===== src/rtl/tts_pkg.sv =====
// rtl/tts_pkg.sv - shared FSM state encoding and vector constants for truth_table_scanner
package tts_pkg;

   localparam int NUM_VECTORS = 16;
   localparam int VEC_W       = 4;

   typedef enum logic [1:0] {
      IDLE   = 2'd0,
      SETTLE = 2'd1,
      SAMPLE = 2'd2,
      DONE   = 2'd3
   } tts_state_t;

endpackage


===== src/rtl/tts_settle_timer.sv =====
// rtl/tts_settle_timer.sv - per-vector settle counter, expire flags the last settle cycle
module tts_settle_timer #(
   parameter int SETTLE_CYCLES = 2
) (
   input  logic clk,
   input  logic rst,
   input  logic load,
   output logic expire
);

   localparam int CNT_W = (SETTLE_CYCLES > 1) ? $clog2(SETTLE_CYCLES) : 1;
   localparam logic [CNT_W-1:0] LAST_CNT = CNT_W'(SETTLE_CYCLES - 1);

   logic [CNT_W-1:0] r_cnt;

   // load also fires on the expiring cycle, so the count never exceeds SETTLE_CYCLES-1
   always_ff @(posedge clk or posedge rst) begin
      if (rst) begin
         r_cnt <= '0;
      end else if (load) begin
         r_cnt <= '0;
      end else begin
         r_cnt <= r_cnt + 1'b1;
      end
   end

   assign expire = (r_cnt == LAST_CNT);

endmodule


===== src/rtl/truth_table_scanner.sv =====
// rtl/truth_table_scanner.sv - walks 16 input vectors, captures the CUT truth table, compares to golden
// Optional mismatch capture ports (fail_idx, fail_valid) are built when TTS_MISMATCH_CAPTURE_EN is defined.
module truth_table_scanner
   import tts_pkg::*;
#(
   parameter int SETTLE_CYCLES = 2
) (
   input  logic                   clk,
   input  logic                   rst,
   input  logic                   start,
   input  logic [NUM_VECTORS-1:0] expected,
   output logic [VEC_W-1:0]       vec_out,
   input  logic                   func_in,
   output logic                   busy,
   output logic                   done,
   output logic                   pass,
   output logic [NUM_VECTORS-1:0] table_out
`ifdef TTS_MISMATCH_CAPTURE_EN
   ,
   output logic [VEC_W-1:0]       fail_idx,
   output logic                   fail_valid
`endif
);

   localparam logic [VEC_W-1:0] LAST_IDX = VEC_W'(NUM_VECTORS - 1);

   tts_state_t             r_state;
   tts_state_t             w_next_state;
   logic [VEC_W-1:0]       r_idx;
   logic [NUM_VECTORS-1:0] r_expected;
   logic [NUM_VECTORS-1:0] r_table;
   logic                   r_done;
   logic                   r_pass;
   logic                   w_expire;
   logic                   w_load;
   logic                   w_busy;
   logic                   w_accept;
   logic                   w_last;

   assign w_last   = (r_idx == LAST_IDX);
   assign w_accept = (r_state == IDLE) && start;

   tts_settle_timer #(
      .SETTLE_CYCLES (SETTLE_CYCLES)
   ) u_settle_timer (
      .clk    (clk),
      .rst    (rst),
      .load   (w_load),
      .expire (w_expire)
   );

   always_ff @(posedge clk or posedge rst) begin
      if (rst) begin
         r_state <= IDLE;
      end else begin
         r_state <= w_next_state;
      end
   end

   always_comb begin
      w_next_state = r_state;
      w_busy       = 1'b0;
      w_load       = 1'b1;
      case (r_state)
         IDLE: begin
            if (start) begin
               w_next_state = SETTLE;
            end
         end
         SETTLE: begin
            w_busy = 1'b1;
            w_load = w_expire;
            if (w_expire) begin
               w_next_state = SAMPLE;
            end
         end
         SAMPLE: begin
            w_busy       = 1'b1;
            w_next_state = w_last ? DONE : SETTLE;
         end
         DONE: begin
            w_next_state = IDLE;
         end
         default: begin
            w_next_state = IDLE;
         end
      endcase
   end

   // golden table is latched on accept so later changes on expected cannot disturb the scan
   always_ff @(posedge clk or posedge rst) begin
      if (rst) begin
         r_idx      <= '0;
         r_expected <= '0;
         r_table    <= '0;
         r_done     <= 1'b0;
         r_pass     <= 1'b0;
      end else begin
         r_done <= 1'b0;
         case (r_state)
            IDLE: begin
               if (w_accept) begin
                  r_expected <= expected;
                  r_table    <= '0;
                  r_pass     <= 1'b0;
                  r_idx      <= '0;
               end
            end
            SAMPLE: begin
               r_table[r_idx] <= func_in;
               if (!w_last) begin
                  r_idx <= r_idx + 1'b1;
               end
            end
            DONE: begin
               r_done <= 1'b1;
               r_pass <= (r_table == r_expected);
               r_idx  <= '0;
            end
            default: begin
            end
         endcase
      end
   end

`ifdef TTS_MISMATCH_CAPTURE_EN
   logic [VEC_W-1:0] r_fail_idx;
   logic             r_fail_valid;

   // only the first mismatching vector of a scan is recorded
   always_ff @(posedge clk or posedge rst) begin
      if (rst) begin
         r_fail_idx   <= '0;
         r_fail_valid <= 1'b0;
      end else if (w_accept) begin
         r_fail_idx   <= '0;
         r_fail_valid <= 1'b0;
      end else if ((r_state == SAMPLE) && !r_fail_valid && (func_in != r_expected[r_idx])) begin
         r_fail_idx   <= r_idx;
         r_fail_valid <= 1'b1;
      end
   end

   assign fail_idx   = r_fail_idx;
   assign fail_valid = r_fail_valid;
`endif

   assign vec_out   = r_idx;
   assign busy      = w_busy;
   assign done      = r_done;
   assign pass      = r_pass;
   assign table_out = r_table;

endmodule


===== config.mk =====
export PLATFORM = sky130hd
export DESIGN_NAME = truth_table_scanner
export DESIGN_NICKNAME = d
export VERILOG_FILES = /design/src/rtl/tts_pkg.sv /design/src/rtl/tts_settle_timer.sv /design/src/rtl/truth_table_scanner.sv
export SDC_FILE = /design/constraint.sdc
export NUM_CORES = 1
export LEC_CHECK = 0
export CORE_ASPECT_RATIO = 1.5
export CORE_UTILIZATION = 55
export DETAILED_ROUTE_END_ITERATION = 6
export GPL_ROUTABILITY_DRIVEN = 0
export MAX_ROUTING_LAYER = met4
export PLACE_DENSITY_LB_ADDON = 0.3
export REMOVE_ABC_BUFFERS = 1
export SLEW_MARGIN = 20
export SYNTH_ARGS = -nofsm -noshare
export SYNTH_HDL_FRONTEND = slang
export SYNTH_SLANG_ARGS = --single-unit

===== constraint.sdc =====
create_clock -name clk -period 3.6 [get_ports clk]
set_clock_uncertainty 0.1 [all_clocks]
set_input_delay 1.08 -clock clk [delete_from_list [all_inputs] [get_ports clk]]
set_output_delay 1.08 -clock clk [all_outputs]
set_load 0.1 [all_outputs]

==> reports/results.ini, run 1 <==
[critical_path]
regToRegSetupSlack_ns = 1.54
timing.critical_path.from_type = flip-flop
timing.critical_path.to_type = primary output
worst_r2r_path_depth = 6
path_class = reg -> out
critical_path.reg2reg.endpoint = table_out[15]
worst_r2r_startpoint = r_state[0]
timing.critical_path.arrival_ns = 1.41
cp_max_fo = 5
required_ns = 2.42

[sta]
hold_viol = 0
slew_margin_rel_pct = 64.15
timing.final.ws_setup_ns = 1.006
final.min_clock_period_ns = 2.594
unrepaired_setup_endpoints_after_global_routing = no
worst_pin_slew_ns = 0.5372
fmaxAchievable_ghz = 0.3855
slew_violations = 0
period_share_pct = 72.05
setup-violations-final = 0
tns_ns = 0

[route]
drtAntennaViolNets = 0
drt-initial-drc-count = 41
overall_routed_net_length_um = 4119
dr.pass1.iters = 4
detail_route.drc_violations = 0
avgRoutedWirePerCell_um = 14.82
detail_route.vias_per_cell = 5.788
vias = 1609

[cts]
cts_repair_resize_count = 0
clock_path_buffers = 2
clk_pin_slew_ns = 0.07
cts_root_buffer = sky130_fd_sc_hd__clkbuf_8
hold_buffers = 0
clock-sinks = 41
cts_tree = built
cts_inserted_buffers = 5
insertion_delay_ns = 0.30
htree_num_levels = 2
post-cts-setup-buffers = 0

[global_route]
vias_in_the_first_global_route = 1514
antenna_violations_before_repair = 0
grt_max_degree = 42
grt_pass1_wl_um = 7093
global_route.overflow_total = 0
global_route.usage.total_pct = 24.46

[power_and_ir_drop]
finalPower_mw = 1.960
internal_power_mw = 1.116
power_leakage_nw = 1.204
worst_supply_voltage_drop_on_vdd_v = 0.0009371
power.density_cell_area_mw_per_mm2 = 770.9
sequentialPowerShare_pct = 35.8
clock_power_share_pct = 18.0
power_switching_uw = 844.0
share_of_power_burned_in_combinational_logic_pct = 46.2
swShare_pct = 43.06

[logic_synthesis]
yosysSeqAreaShare_pct = 49.34
syn_inst = 193
yosys.cell_types.count = 34
synth_largest_area_cell = sky130_fd_sc_hd__dfrtp_1
ys_top_cells_by_area = sky130_fd_sc_hd__dfrtp_1 49%, sky130_fd_sc_hd__mux2_2 8.7%, sky130_fd_sc_hd__xor2_1 6.3%
number_of_register_bits_inferred_by_synthesis = 41
synth_warn = 0
synth.avg_cell_area_um2 = 10.77
synthesis.area_mm2 = 0.002079
top_cell_type_s_share_of_synthesized_area_pct = 49.34

[worst_hold_path]
timing.hold.worst_endpoint = u_settle_timer.expire
worst_hold_startpoint = u_settle_timer.expire
hp-class = reg -> reg
worst_hold_path.num_cells = 1

[floorplanning]
fp.dieArea_mm2 = 0.004036
io_pins = 43
initial_utilization_pct = 57.00
chipHeight_um = 77.31
design.core.area_mm2 = 0.003649
die_width_um = 52.21
rows = 27

[placed_design]
post-place-ws_ns = 0.9403
dp.final_hpwl_um = 2945
numPortBuffers = 42

[cells_and_area]
final_net_count = 263
postLayoutCoreUtil_pct = 69.68
num_antenna_cells = 0
flow.area_growth_from_synthesis_pct = 22.26
drive_gt1_share_pct = 22.55

[run]
max_cap_viol_count = 0

[run_status]
run_status = finished, final reports clean

synth_stat cells:
library cell / count
sky130_fd_sc_hd__xnor2_1: 1
sky130_fd_sc_hd__buf_6: 4
sky130_fd_sc_hd__a21o_1: 2
sky130_fd_sc_hd__nand2b_2: 1
sky130_fd_sc_hd__nand2_1: 8
sky130_fd_sc_hd__and2_1: 1
sky130_fd_sc_hd__o21ai_1: 21
sky130_fd_sc_hd__o21a_2: 1
sky130_fd_sc_hd__and2b_1: 1
sky130_fd_sc_hd__and3_2: 1
sky130_fd_sc_hd__nand2_4: 1
sky130_fd_sc_hd__a21oi_1: 20
sky130_fd_sc_hd__nor2b_1: 3
sky130_fd_sc_hd__and3_4: 1
sky130_fd_sc_hd__ha_1: 8
sky130_fd_sc_hd__o21ai_0: 14
sky130_fd_sc_hd__mux2_2: 16
sky130_fd_sc_hd__nor3_1: 2
sky130_fd_sc_hd__a41o_1: 1
sky130_fd_sc_hd__xor2_1: 15
sky130_fd_sc_hd__nand2b_1: 3
sky130_fd_sc_hd__inv_1: 6
sky130_fd_sc_hd__a31oi_1: 1
sky130_fd_sc_hd__and3_1: 1
sky130_fd_sc_hd__nor2_1: 2
sky130_fd_sc_hd__nand4_1: 1
sky130_fd_sc_hd__buf_2: 4
sky130_fd_sc_hd__nand3_1: 4
sky130_fd_sc_hd__o31ai_1: 1
sky130_fd_sc_hd__dfrtp_1: 41
sky130_fd_sc_hd__nor4_1: 3
sky130_fd_sc_hd__or2_2: 1
sky130_fd_sc_hd__o32a_1: 1
sky130_fd_sc_hd__a22o_1: 2
sequential cells by signal, summed over array words and instances (netlist names):
signal and flops:
done 1, u_settle_timer.expire 1, table_out 16, vec_out 4, r_expected 16, r_state 2
pass 1
final cells by class:
cell class,instances,area [um^2]
sequential,41,1026
timing repair buffer,43,370.4
inverter,6,22.52
tap,43,53.80
fill,296,1106
multi-input combinational,138,965.9
clock inverter,2,35.03
clock buffer,5,68.82
worst max-delay path, stage by stage, from the launching register on:
cell	delay (ns)
sky130_fd_sc_hd__dfrtp_1	0.43
sky130_fd_sc_hd__inv_1	0.08
sky130_fd_sc_hd__ha_1	0.31
sky130_fd_sc_hd__buf_4	0.30
how the worst max path moves through the flow:
stage / startpoint / endpoint / slack, ns / cells after the start
floorplan: r_state[0] / busy / 1.11 / 2
global placement: start / table_out[15] / 0.97 / 5
detailed placement: start / table_out[15] / 0.94 / 5
CTS: r_state[1] / busy / 1.0 / 3
global route: r_state[0] / busy / 0.94 / 3
finish: r_state[1] / busy / 1.01 / 3
layout by cell type, fill, tap and decap left out, types with 2 or more instances in the layout:
cell type                         synthesis  final
sky130_fd_sc_hd__clkdlybuf4s50_1          0     19
sky130_fd_sc_hd__nand3_1                  4      4
sky130_fd_sc_hd__nand2b_1                 3      3
sky130_fd_sc_hd__clkbuf_8                 0      5
sky130_fd_sc_hd__ha_1                     8      8
sky130_fd_sc_hd__buf_4                    0     24
sky130_fd_sc_hd__nor4_1                   3      3
sky130_fd_sc_hd__mux2_2                  16     16
sky130_fd_sc_hd__a21o_1                   2      2
sky130_fd_sc_hd__a22o_1                   2      2
sky130_fd_sc_hd__o21ai_1                 21     21
sky130_fd_sc_hd__dfrtp_1                 41     41
sky130_fd_sc_hd__nand2_1                  8      8
sky130_fd_sc_hd__nor2b_1                  3      3
sky130_fd_sc_hd__inv_1                    6      6
sky130_fd_sc_hd__a21oi_1                 20     20
sky130_fd_sc_hd__xor2_1                  15     15
sky130_fd_sc_hd__nor2_1                   2      2
sky130_fd_sc_hd__nor3_1                   2      2
sky130_fd_sc_hd__o21ai_0                 14     14
power groups by stage:
| stage | clock, mW | sequential [mW] | combinational [mW] |
|---|---|---|---|
| final | 0.353 | 0.701 | 0.905 |
| after global routing | 0.379 | 0.717 | 0.985 |
| after CTS | 0.360 | 0.702 | 0.910 |
| after detailed placement | 0 | 0.710 | 0.907 |
| after global placement | 0 | 0.701 | 0.888 |
| after floorplan | 0 | 0.852 | 0.559 |
layer usage:
metal	vias to the layer above	share of wire [%]	global-route usage [%]
li1	766	-	-
met1	786	44	31.68
met2	45	50	36.79
met3	12	4.0	4.960
met4	0	2.7	10.53
met5	-	0	-
cell families after synthesis:
logic type,Yosys count,synth area share [%]
AND/OR/NAND/NOR,34,9.388
buffers and inverters,14,4.212
flip-flops,41,49.34
adder cells (fa/ha/maj),8,4.814
AO/OA/AOI/OAI,64,16.85
XOR/XNOR,16,6.739
multiplexers,16,8.664
per-stage QoR:
stage                     cells  hold slack [ns]  area [um^2]
after floorplan             185           0.2990         2014
after global placement      271           0.3250         2439
after detailed placement    271           0.3250         2439
after CTS                   278           0.3375         2542
after global routing        278           0.3643         2542
final                       278           0.3329         2542
Power figures use the tool's default switching activity.
==> inputs of run 2 (changes only) <==
--- a/config.mk
+++ b/config.mk
@@ -6,7 +6,7 @@
 export NUM_CORES = 1
 export LEC_CHECK = 0
 export CORE_ASPECT_RATIO = 1.5
-export CORE_UTILIZATION = 55
+export CORE_UTILIZATION = 51
 export DETAILED_ROUTE_END_ITERATION = 6
 export GPL_ROUTABILITY_DRIVEN = 0
 export MAX_ROUTING_LAYER = met4
==> constraint.sdc (replaced) <==
create_clock -name clk -period 2.7 [get_ports clk]
set_clock_uncertainty 0.1 [all_clocks]
set_input_delay 0.81 -clock clk [delete_from_list [all_inputs] [get_ports clk]]
set_output_delay 0.81 -clock clk [all_outputs]
set_load 0.1 [all_outputs]
==> run 2 against run 1 <==
  * Sequential power up 33%
  * Clock power up 14%
  * Cell area up 0.49%
  * Hold slack worse by 0.0013 ns
  * Global-route usage down 1.1 points
  * First-iteration DRC count down 7.3%
  * Largest power group unchanged
==> reports/results.ini, run 2 (synthesized netlist as in run 1, its figures left out) <==
[critical_path]
required_ns = 1.79
critical_path_cell_by_cell = inv_1, ha_1, buf_12
critPathSlowestCell = sky130_fd_sc_hd__dfrtp_1
crit_path_max_incr_delay_ns = 0.41
cp_max_fo = 5
critical_path_buf_inv_count = 2
timing.critical_path.to_type = primary output
timing.critical_path.arrival_ns = 1.36
critPathLaunch = r_state[0]
critical_path.top_delay_family = flip-flops
timing.critical_path.from_type = flip-flop
worst_r2r_startpoint = r_state[0]
path_class = reg -> out

[cts]
clock_path_buffers = 2
cts_root_buffer = sky130_fd_sc_hd__clkbuf_8
post-cts-setup-buffers = 0
insertion_delay_ns = 0.30
cts_tree = built
clk_pin_slew_ns = 0.07
cts_repair_resize_count = 0
clock-sinks = 41
hold_buffers = 0
cts_inserted_buffers = 5
htree_num_levels = 2

[worst_hold_path]
worst_hold_startpoint = u_settle_timer.expire
hp-class = reg -> reg

[run]
max_cap_viol_count = 0

[sta]
slew_violations = 0
hold_viol = 0
fmaxAchievable_ghz = 0.4413
tns_ns = 0
period_share_pct = 83.94
worst_pin_slew_ns = 0.5127
final.min_clock_period_ns = 2.266
slew_margin_rel_pct = 65.82
unrepaired_setup_endpoints_after_global_routing = no
setup-violations-final = 0

[cells_and_area]
filler_cell_count = 329
area.sequential_mm2 = 0.001026
leading_cell_type_in_the_layout_fill_and_taps_excluded = sky130_fd_sc_hd__dfrtp_1
final_net_count = 265
drive_gt1_share_pct = 22.78
num_antenna_cells = 0
flow.area_growth_from_synthesis_pct = 22.86
layout.cells.most_common_list = 41 x sky130_fd_sc_hd__dfrtp_1, 25 x sky130_fd_sc_hd__buf_4, 21 x sky130_fd_sc_hd__o21ai_1
final_area_mm2 = 0.002555
multi_input_comb_area_um2 = 965.9

[floorplanning]
chipHeight_um = 80.21
io_pins = 43
initial_utilization_pct = 53.00
design.core.area_mm2 = 0.003924
die_width_um = 54.14
rows = 28
fp.dieArea_mm2 = 0.004342

[route]
avgRoutedWirePerCell_um = 15.45
drt-initial-drc-count = 38
overall_routed_net_length_um = 4357
dr.pass1.iters = 4
detail_route.vias_per_cell = 5.582
detail_route.drc_violations = 0
vias = 1574
drtAntennaViolNets = 0

[run_status]
run_status = finished, final reports clean

[placed_design]
numPortBuffers = 42
post_dp_area_mm2 = 0.002469
dp.final_hpwl_um = 3246

[power_and_ir_drop]
power.density_cell_area_mw_per_mm2 = 1020
worst_supply_voltage_drop_on_vdd_v = 0.001314
power_leakage_nw = 1.208

[global_route]
global_route.usage.total_pct = 23.33
vias_in_the_first_global_route = 1538
grt_max_degree = 42
antenna_violations_before_repair = 0
grt_pass1_wl_um = 7017
global_route.overflow_total = 0

-- run 2: cell types whose count changed in the layout (fill, tap and decap cells not counted) --
cell	before	now
sky130_fd_sc_hd__buf_12	0	1
sky130_fd_sc_hd__buf_4	24	25
sky130_fd_sc_hd__bufinv_16	1	0
sky130_fd_sc_hd__clkbuf_1	0	1
sky130_fd_sc_hd__clkbuf_8	5	6
sky130_fd_sc_hd__clkinv_2	1	0
-- run 2: where the power goes --
| group | internal (mW) | switching (mW) |
|---|---|---|
| Combinational | 0.481 | 0.789 |
| Clock | 0.203 | 0.200 |
| Sequential | 0.793 | 0.140 |
| Total | 1.48 | 1.13 |
-- run 2: path summary, 6_finish.rpt --
path	end	slack, ns	depth (start not counted)
hold reg to reg	u_settle_timer.expire	0.33	1
max in group asynchronous	r_expected[2]	1.31	3
setup reg to reg	table_out[15]	0.90	6
setup / recovery	busy	0.43	3
hold / removal	u_settle_timer.expire	0.33	1
min in group asynchronous	r_expected[13]	0.83	3
-- run 2: worst register-to-register path, stage by stage, from the launching register on --
cell	delay, ns
sky130_fd_sc_hd__dfrtp_1	0.43
sky130_fd_sc_hd__inv_1	0.09
sky130_fd_sc_hd__ha_1	0.30
sky130_fd_sc_hd__inv_1	0.09
sky130_fd_sc_hd__o21a_2	0.33
sky130_fd_sc_hd__a21o_1	0.19
sky130_fd_sc_hd__a22o_1	0.17
-- run 2: per-layer routing --
| metal | GRT usage, % | vias up | share of wire [%] |
|---|---|---|---|
| met3 | 5.682 | 7 | 3.4 |
| met2 | 38.54 | 31 | 54 |
| li1 | - | 766 | - |
| met5 | - | - | 0 |
| met4 | 9.744 | 0 | 1.6 |
| met1 | 25.99 | 770 | 41 |
-- run 2: final cells by class --
type                       instances  area share, %
clock buffer                       7          3.379
inverter                           6         0.8815
multi-input combinational        138          37.81
sequential                        41          40.16
tap                               45          2.204
timing repair buffer              45          15.57
-- run 2: through the flow --
stage          hold slack (ns)  utilization (%)  total power, mW  worst slack [ns]  std cells
3_5_place_dp            0.3246            62.91            2.223            0.4073        275
3_3_place_gp            0.3247            62.91            2.200            0.4758        275
2_1_floorplan           0.2990                -            1.881            0.4751        185
6_report                0.3316            65.11            2.605            0.4337        282
5_1_grt                 0.3679            65.11            2.759            0.3485        282
4_1_cts                 0.3359            65.11            2.628            0.4090        282
